## config.mk

```make
export PLATFORM = sky130hd
export DESIGN_NAME = riscv_mem_port_arbiter_flat
export DESIGN_NICKNAME = d
export VERILOG_FILES = /design/src/rtl/riscv_mem_port_arbiter_if.sv /design/src/rtl/riscv_mem_port_arbiter.sv /design/src/flat_wrapper.sv
export SDC_FILE = /design/constraint.sdc
export NUM_CORES = 1
export LEC_CHECK = 0
export ABC_AREA = 1
export BUFFER_PORTS_ARGS = -buffer_cell sky130_fd_sc_hd__clkbuf_2
export CORE_AREA = 2 2 165 167
export CTS_CLUSTER_DIAMETER = 40
export DETAILED_ROUTE_END_ITERATION = 8
export DIE_AREA = 0 0 167 169
export HOLD_SLACK_MARGIN = 0.08
export PLACE_DENSITY_LB_ADDON = 0.05
export SLEW_MARGIN = 20
export SYNTH_ARGS = -nofsm -noshare
export SYNTH_HDL_FRONTEND = slang
export SYNTH_SLANG_ARGS = --single-unit
```

## constraint.sdc

```tcl
create_clock -name clk -period 1.8 [get_ports clk]
set_input_delay 0.09 -clock clk [delete_from_list [all_inputs] [get_ports clk]]
set_output_delay 0.09 -clock clk [all_outputs]
set_load 0.01 [all_outputs]
```

## src/rtl/riscv_mem_port_arbiter_if.sv

```systemverilog
// Bundle of client request/response ports, the shared memory port and status outputs.
// The arbiter takes the slave view; whoever drives the clients and the memory takes the master view.
interface riscv_mem_port_arbiter_if #(
  parameter int REQ_W  = 67,
  parameter int RESP_W = 35,
  parameter int DEPTH  = 4
);
  localparam int CNT_W = $clog2(DEPTH) + 1;

  logic [REQ_W-1:0]  imemreq0_msg;
  logic              imemreq0_val;
  logic              imemreq0_rdy;
  logic [REQ_W-1:0]  imemreq1_msg;
  logic              imemreq1_val;
  logic              imemreq1_rdy;
  logic [REQ_W-1:0]  dmemreq_msg;
  logic              dmemreq_val;
  logic              dmemreq_rdy;

  logic [RESP_W-1:0] imemresp0_msg;
  logic              imemresp0_val;
  logic [RESP_W-1:0] imemresp1_msg;
  logic              imemresp1_val;
  logic [RESP_W-1:0] dmemresp_msg;
  logic              dmemresp_val;

  logic [REQ_W-1:0]  memreq_msg;
  logic              memreq_val;
  logic              memreq_rdy;
  logic [RESP_W-1:0] memresp_msg;
  logic              memresp_val;

  logic [CNT_W-1:0]  outstanding;
  logic              resp_err;

  modport slave (
    input  imemreq0_msg, imemreq0_val, imemreq1_msg, imemreq1_val,
    input  dmemreq_msg, dmemreq_val, memreq_rdy, memresp_msg, memresp_val,
    output imemreq0_rdy, imemreq1_rdy, dmemreq_rdy,
    output imemresp0_msg, imemresp0_val, imemresp1_msg, imemresp1_val,
    output dmemresp_msg, dmemresp_val, memreq_msg, memreq_val,
    output outstanding, resp_err
  );

  modport master (
    output imemreq0_msg, imemreq0_val, imemreq1_msg, imemreq1_val,
    output dmemreq_msg, dmemreq_val, memreq_rdy, memresp_msg, memresp_val,
    input  imemreq0_rdy, imemreq1_rdy, dmemreq_rdy,
    input  imemresp0_msg, imemresp0_val, imemresp1_msg, imemresp1_val,
    input  dmemresp_msg, dmemresp_val, memreq_msg, memreq_val,
    input  outstanding, resp_err
  );
endinterface

```

## src/rtl/riscv_mem_port_arbiter.sv

```systemverilog
// Shares one in-order memory port between imem slot 0, imem slot 1 and dmem.
// Accepted request sources are queued in a tag FIFO so responses steer back to their issuer.
module riscv_mem_port_arbiter #(
  parameter int REQ_W  = 67,
  parameter int RESP_W = 35,
  parameter int DEPTH  = 4
) (
  input  logic                  clk,
  input  logic                  reset,
  riscv_mem_port_arbiter_if.slave bus
);
  localparam int PTR_W = $clog2(DEPTH);
  localparam int CNT_W = PTR_W + 1;

  typedef enum logic [1:0] {
    SRC_IMEM0 = 2'd0,
    SRC_IMEM1 = 2'd1,
    SRC_DMEM  = 2'd2
  } src_e;

  logic [CNT_W-1:0] count_q, count_d;
  logic [PTR_W-1:0] head_q, head_d;
  logic [PTR_W-1:0] tail_q, tail_d;
  logic             rr_q, rr_d;
  logic             err_q, err_d;
  src_e             tag_q [DEPTH];
  src_e             tag_d [DEPTH];

  src_e             gnt;
  src_e             head_src;
  logic             any_val;
  logic             space;
  logic             req_val;
  logic             accept;
  logic             pop;

  always_comb begin
    any_val = bus.imemreq0_val | bus.imemreq1_val | bus.dmemreq_val;

    // rr_q == 0 prefers imem0; the other slot only wins when the preferred one is idle.
    if (bus.dmemreq_val)       gnt = SRC_DMEM;
    else if (!rr_q)            gnt = bus.imemreq0_val ? SRC_IMEM0 : SRC_IMEM1;
    else                       gnt = bus.imemreq1_val ? SRC_IMEM1 : SRC_IMEM0;

    space    = (count_q != CNT_W'(DEPTH)) | bus.memresp_val;
    req_val  = ~reset & space & any_val;
    accept   = req_val & bus.memreq_rdy;
    pop      = ~reset & bus.memresp_val & (count_q != '0);
    head_src = tag_q[head_q];

    case (gnt)
      SRC_IMEM0: bus.memreq_msg = bus.imemreq0_msg;
      SRC_IMEM1: bus.memreq_msg = bus.imemreq1_msg;
      default:   bus.memreq_msg = bus.dmemreq_msg;
    endcase
    bus.memreq_val   = req_val;
    bus.imemreq0_rdy = accept & (gnt == SRC_IMEM0);
    bus.imemreq1_rdy = accept & (gnt == SRC_IMEM1);
    bus.dmemreq_rdy  = accept & (gnt == SRC_DMEM);

    bus.imemresp0_msg = bus.memresp_msg;
    bus.imemresp1_msg = bus.memresp_msg;
    bus.dmemresp_msg  = bus.memresp_msg;
    bus.imemresp0_val = pop & (head_src == SRC_IMEM0);
    bus.imemresp1_val = pop & (head_src == SRC_IMEM1);
    bus.dmemresp_val  = pop & (head_src == SRC_DMEM);

    bus.outstanding = count_q;
    bus.resp_err    = err_q;
  end

  always_comb begin
    tag_d   = tag_q;
    tail_d  = tail_q;
    head_d  = head_q;
    count_d = count_q;
    rr_d    = rr_q;
    err_d   = err_q | (bus.memresp_val & (count_q == '0));

    if (accept) begin
      tag_d[tail_q] = gnt;
      tail_d        = tail_q + 1'b1;
      if (gnt != SRC_DMEM) rr_d = (gnt == SRC_IMEM0);
    end
    if (pop) head_d = head_q + 1'b1;

    case ({accept, pop})
      2'b10:   count_d = count_q + 1'b1;
      2'b01:   count_d = count_q - 1'b1;
      default: count_d = count_q;
    endcase
  end

  always_ff @(posedge clk or posedge reset) begin
    if (reset) begin
      count_q <= '0;
      head_q  <= '0;
      tail_q  <= '0;
      rr_q    <= 1'b0;
      err_q   <= 1'b0;
      for (int i = 0; i < DEPTH; i++) tag_q[i] <= SRC_IMEM0;
    end else begin
      count_q <= count_d;
      head_q  <= head_d;
      tail_q  <= tail_d;
      rr_q    <= rr_d;
      err_q   <= err_d;
      tag_q   <= tag_d;
    end
  end
endmodule

```

## src/flat_wrapper.sv

```systemverilog
// flat-port wrapper written by rule: the top's interface ports become plain ports
module riscv_mem_port_arbiter_flat 
#(
  parameter int REQ_W  = 67,
  parameter int RESP_W = 35,
  parameter int DEPTH  = 4
)
  (clk, reset, bus_imemreq0_msg, bus_imemreq0_val, bus_imemreq1_msg, bus_imemreq1_val, bus_dmemreq_msg, bus_dmemreq_val, bus_memreq_rdy, bus_memresp_msg, bus_memresp_val, bus_imemreq0_rdy, bus_imemreq1_rdy, bus_dmemreq_rdy, bus_imemresp0_msg, bus_imemresp0_val, bus_imemresp1_msg, bus_imemresp1_val, bus_dmemresp_msg, bus_dmemresp_val, bus_memreq_msg, bus_memreq_val, bus_outstanding, bus_resp_err);
  riscv_mem_port_arbiter_if #(.REQ_W(REQ_W), .RESP_W(RESP_W), .DEPTH(DEPTH)) bus_i ();
  input  logic clk;
  input  logic reset;
  input wire logic [$bits(bus_i.imemreq0_msg)-1:0] bus_imemreq0_msg;
  input wire logic [$bits(bus_i.imemreq0_val)-1:0] bus_imemreq0_val;
  input wire logic [$bits(bus_i.imemreq1_msg)-1:0] bus_imemreq1_msg;
  input wire logic [$bits(bus_i.imemreq1_val)-1:0] bus_imemreq1_val;
  input wire logic [$bits(bus_i.dmemreq_msg)-1:0] bus_dmemreq_msg;
  input wire logic [$bits(bus_i.dmemreq_val)-1:0] bus_dmemreq_val;
  input wire logic [$bits(bus_i.memreq_rdy)-1:0] bus_memreq_rdy;
  input wire logic [$bits(bus_i.memresp_msg)-1:0] bus_memresp_msg;
  input wire logic [$bits(bus_i.memresp_val)-1:0] bus_memresp_val;
  output wire logic [$bits(bus_i.imemreq0_rdy)-1:0] bus_imemreq0_rdy;
  output wire logic [$bits(bus_i.imemreq1_rdy)-1:0] bus_imemreq1_rdy;
  output wire logic [$bits(bus_i.dmemreq_rdy)-1:0] bus_dmemreq_rdy;
  output wire logic [$bits(bus_i.imemresp0_msg)-1:0] bus_imemresp0_msg;
  output wire logic [$bits(bus_i.imemresp0_val)-1:0] bus_imemresp0_val;
  output wire logic [$bits(bus_i.imemresp1_msg)-1:0] bus_imemresp1_msg;
  output wire logic [$bits(bus_i.imemresp1_val)-1:0] bus_imemresp1_val;
  output wire logic [$bits(bus_i.dmemresp_msg)-1:0] bus_dmemresp_msg;
  output wire logic [$bits(bus_i.dmemresp_val)-1:0] bus_dmemresp_val;
  output wire logic [$bits(bus_i.memreq_msg)-1:0] bus_memreq_msg;
  output wire logic [$bits(bus_i.memreq_val)-1:0] bus_memreq_val;
  output wire logic [$bits(bus_i.outstanding)-1:0] bus_outstanding;
  output wire logic [$bits(bus_i.resp_err)-1:0] bus_resp_err;
  assign bus_i.imemreq0_msg = bus_imemreq0_msg;
  assign bus_i.imemreq0_val = bus_imemreq0_val;
  assign bus_i.imemreq1_msg = bus_imemreq1_msg;
  assign bus_i.imemreq1_val = bus_imemreq1_val;
  assign bus_i.dmemreq_msg = bus_dmemreq_msg;
  assign bus_i.dmemreq_val = bus_dmemreq_val;
  assign bus_i.memreq_rdy = bus_memreq_rdy;
  assign bus_i.memresp_msg = bus_memresp_msg;
  assign bus_i.memresp_val = bus_memresp_val;
  assign bus_imemreq0_rdy = bus_i.imemreq0_rdy;
  assign bus_imemreq1_rdy = bus_i.imemreq1_rdy;
  assign bus_dmemreq_rdy = bus_i.dmemreq_rdy;
  assign bus_imemresp0_msg = bus_i.imemresp0_msg;
  assign bus_imemresp0_val = bus_i.imemresp0_val;
  assign bus_imemresp1_msg = bus_i.imemresp1_msg;
  assign bus_imemresp1_val = bus_i.imemresp1_val;
  assign bus_dmemresp_msg = bus_i.dmemresp_msg;
  assign bus_dmemresp_val = bus_i.dmemresp_val;
  assign bus_memreq_msg = bus_i.memreq_msg;
  assign bus_memreq_val = bus_i.memreq_val;
  assign bus_outstanding = bus_i.outstanding;
  assign bus_resp_err = bus_i.resp_err;
  riscv_mem_port_arbiter #(.REQ_W(REQ_W), .RESP_W(RESP_W), .DEPTH(DEPTH)) u_core (.clk(clk), .reset(reset), .bus(bus_i));
endmodule
```

==> results by group <==
Worst setup path
  • Critical path depth: 11
  • Startpoint Class: register
  • Slowest Stage Delay on Critical Path: ~0.40 ns
  • Crit Path Class: register to register
  • Worst path top cell family by delay: adder cells
  • Critical path, cell by cell: inv_2, nand2_2, nor2_4, nor2_4, nand2_2, ha_4, inv_2, fa_2, a21oi_2, o21ai_2, xor2_1
  • Maximum fanout along the worst path: 3
  • Worst R2R Setup Slack: -0.03 ns
  • Slowest CP cell: dfrtp_1
  • CP Buf/Inv Count: 2
  • R2r worst-path depth: 11
  • Worst path arrival time: roughly 2.0 ns
  • CP Capture Type: register
  • Critical Path RT: 1.94 ns

Synth
  • Synth unique cells: 23
  • Yosys warnings: 0
  • Area of the mapped netlist: 0.00301 mm2
  • Syn_nets: 773
  • Seq/Total Area, Yosys: 14.1%
  • Share of the synthesized area in the top cell type: 30.1%
  • FF+latch count, synth: 17
  • Ys async rst share: 100%
  • Synth area leaders: nand2_1 (30%), buf_4 (26%), dfrtp_1 (14%)
  • Post-synth EDFFs: 0
  • Syn avg cell area: 5.75 um2
  • Predominant post-synthesis flop cell: dfrtp_1
  • Post-synth top area cell: nand2_1
  • Post-Syn Instances: 524

Finish
  • Layout cells sized above 1: 48.5%
  • Layout Utilization: 17.2%
  • FILL cells: 3173
  • Layout Cells excl Fill: between 1000 and 1500
  • Multi-input gate area: roughly 0.0017 mm2
  • Final net count: 971
  • Commonest non-fill, non-tap cells in the layout: clkbuf_2 (268), nand2_1 (237), nand3_1 (70), buf_4 (26), dfrtp_1 (17)
  • Commonest non-fill, non-tap cell in the layout: clkbuf_2
  • # diodes: 0
  • Area Growth Syn to Fin: 51.0%
  • FF+latch area: approximately 430 um2

Floorplanning
  • Rows: 60
  • Core area: 0.0265 mm2
  • Io pins: about 430
  • Die width: ~170 um
  • Die area: around 0.028 mm2
  • Initial core utilization: 11.4%
  • Die Y: around 170 um

Placement
  • RD Place Congestion: between 0.7 and 0.8
  • Placed Cells: 1040
  • Post-placement setup slack: -0.0206 ns
  • HPWL after DPL: roughly 13000 um
  • Number of port buffers: 285

Detailed routing
  • 1st-pass router iterations: 4
  • WL/cell: 16.1 um
  • Via count: approximately 3900
  • Vias per inst: 3.65
  • Iter 0 DRT Violations: 103
  • ANT nets after route: 0
  • Drt total wl: 17100 um
  • Drt drc: 0

STA
  • Final Slew Violations: 0
  • Fmax: 545 MHz
  • Hold WS: between 0.1 and 0.15 ns
  • Setup WS post-layout: -0.0343 ns
  • Slew at the pin with the worst max-slew slack: 0.480 ns
  • Minimum clock period: approximately 1.8 ns
  • Endpoints failing setup: 1
  • Tcrit/Tclk final: 102%
  • Slew HR: between 60% and 70%
  • Endpoints failing hold: 0
  • RSZ-0062 raised after global routing: yes
  • Final Skew: 0.00190 ns

Clocking
  • H-tree depth: 1
  • Worst skew pair latency: roughly 0.25 ns
  • Clock sinks: 17
  • Clock transition at the registers of the reported paths: 0.05 ns
  • CTS tree: done
  • Clk root buf: clkbuf_16
  • Cts bufs inserted: 3
  • CTS Buffer Depth: 2

Power
  • Pwr dens: 833 mW/mm2
  • Maximum vdd ir drop: 265 uV
  • Power, Total: between 3 and 4 mW
  • Leak: 2.60 nW

Run status
  • Status: finished, violations left
  • Failing checks: negative setup slack

Global route
  • Antenna violations before repair: 0
  • GR Overflow Total: 0
  • Largest net degree at the start of global routing: 44
  • Total GRT Usage: 10.3%
  • Vias in the first global route: 3831
  • First-pass GRT wire length: 22700 um

Min path
  • Hold path cells: 3
  • Hold crit path type: input pin to register

Job
  • Max Cap Violations: 0
## where the power goes
| group | total [mW] | switching [mW] | internal [mW] | leakage [nW] |
|---|---|---|---|---|
| Combinational | 2.62 | 1.46 | 1.16 | 2.35 |
| Sequential | 0.709 | 0.155 | 0.554 | 0.208 |
| Clock | 0.461 | 0.160 | 0.301 | 0.0382 |
| Total | 3.79 | 1.78 | 2.01 | 2.60 |
## sequential cells by signal (all words and copies together), names as in the netlist
name and cells:
u_core.tag_q 8, u_core.bus.outstanding 3, u_core.bus.resp_err 1, u_core.rr_q 1
u_core.tail_q 2, u_core.head_q 2
## tightest hold or removal path, stage by stage
cell and delay, ns:
clkbuf_2 0.09, inv_1 0.08, o21bai_1 0.08
## cell type report
class | count | share of cell area [%]
repair buffers | 323 | 41.4
multi-input cells | 360 | 36.6
well taps | 341 | 9.38
flip-flops and latches | 17 | 9.35
clock buffers | 4 | 1.73
inverters | 17 | 1.57
## routing by layer
layer,vias to the layer above,GRT usage (%),wire length (um)
met4,0,1.01,61
met5,-,0,0
met3,8,3.72,1520
met2,240,18.6,8740
met1,1693,12.0,6780
li1,1940,-,-
## cells in the mapped netlist (all sizes together), types with 2 or more instances
library cell  instances
nand4                13
inv                  17
clkbuf                7
ha                    5
nand2               243
nand3                75
xor2                  2
nor2                 10
dfrtp                17
buf                 123
a21oi                 3
o21ai                 4
## through the flow
stage               cell area (um2)  TNS, ns
floorplan                      3020  -0.0261
global placement               4130  -0.0293
detailed placement             4130  -0.0206
CTS                            4240        0
global route                   4550   -0.183
finish                         4550  -0.0343
## cell families after synthesis
group,after synthesis,share of synthesized area (%)
buffers and inverters,147,33.1
AOI/OAI and AO/OA,9,1.79
xor gates and xnor gates,3,0.872
and+or+nand+nor,342,47.4
DFF,17,14.1
adders and majority gates,6,2.74
## path summary, 6_finish.rpt
kind / startpoint / endpoint
setup / recovery: u_core.bus.outstanding[1] / u_core.bus.outstanding[2]
hold / removal: bus_memresp_val / u_core.bus.resp_err
setup reg to reg: u_core.bus.outstanding[1] / u_core.bus.outstanding[2]
hold reg to reg: u_core.tag_q[3] / u_core.tag_q[3]
max in group asynchronous: reset / u_core.rr_q
min in group asynchronous: reset / u_core.bus.resp_err
## what timing repair did
action	4_1_cts	5_1_grt
cloned	0	8
buffers inserted	3	6
hold endpoints to repair	17	0
gates resized for setup	0	47
setup endpoints to repair	1	59
hold buffers	1	0
pin swaps	1	5
Power figures use the tool's default switching activity.
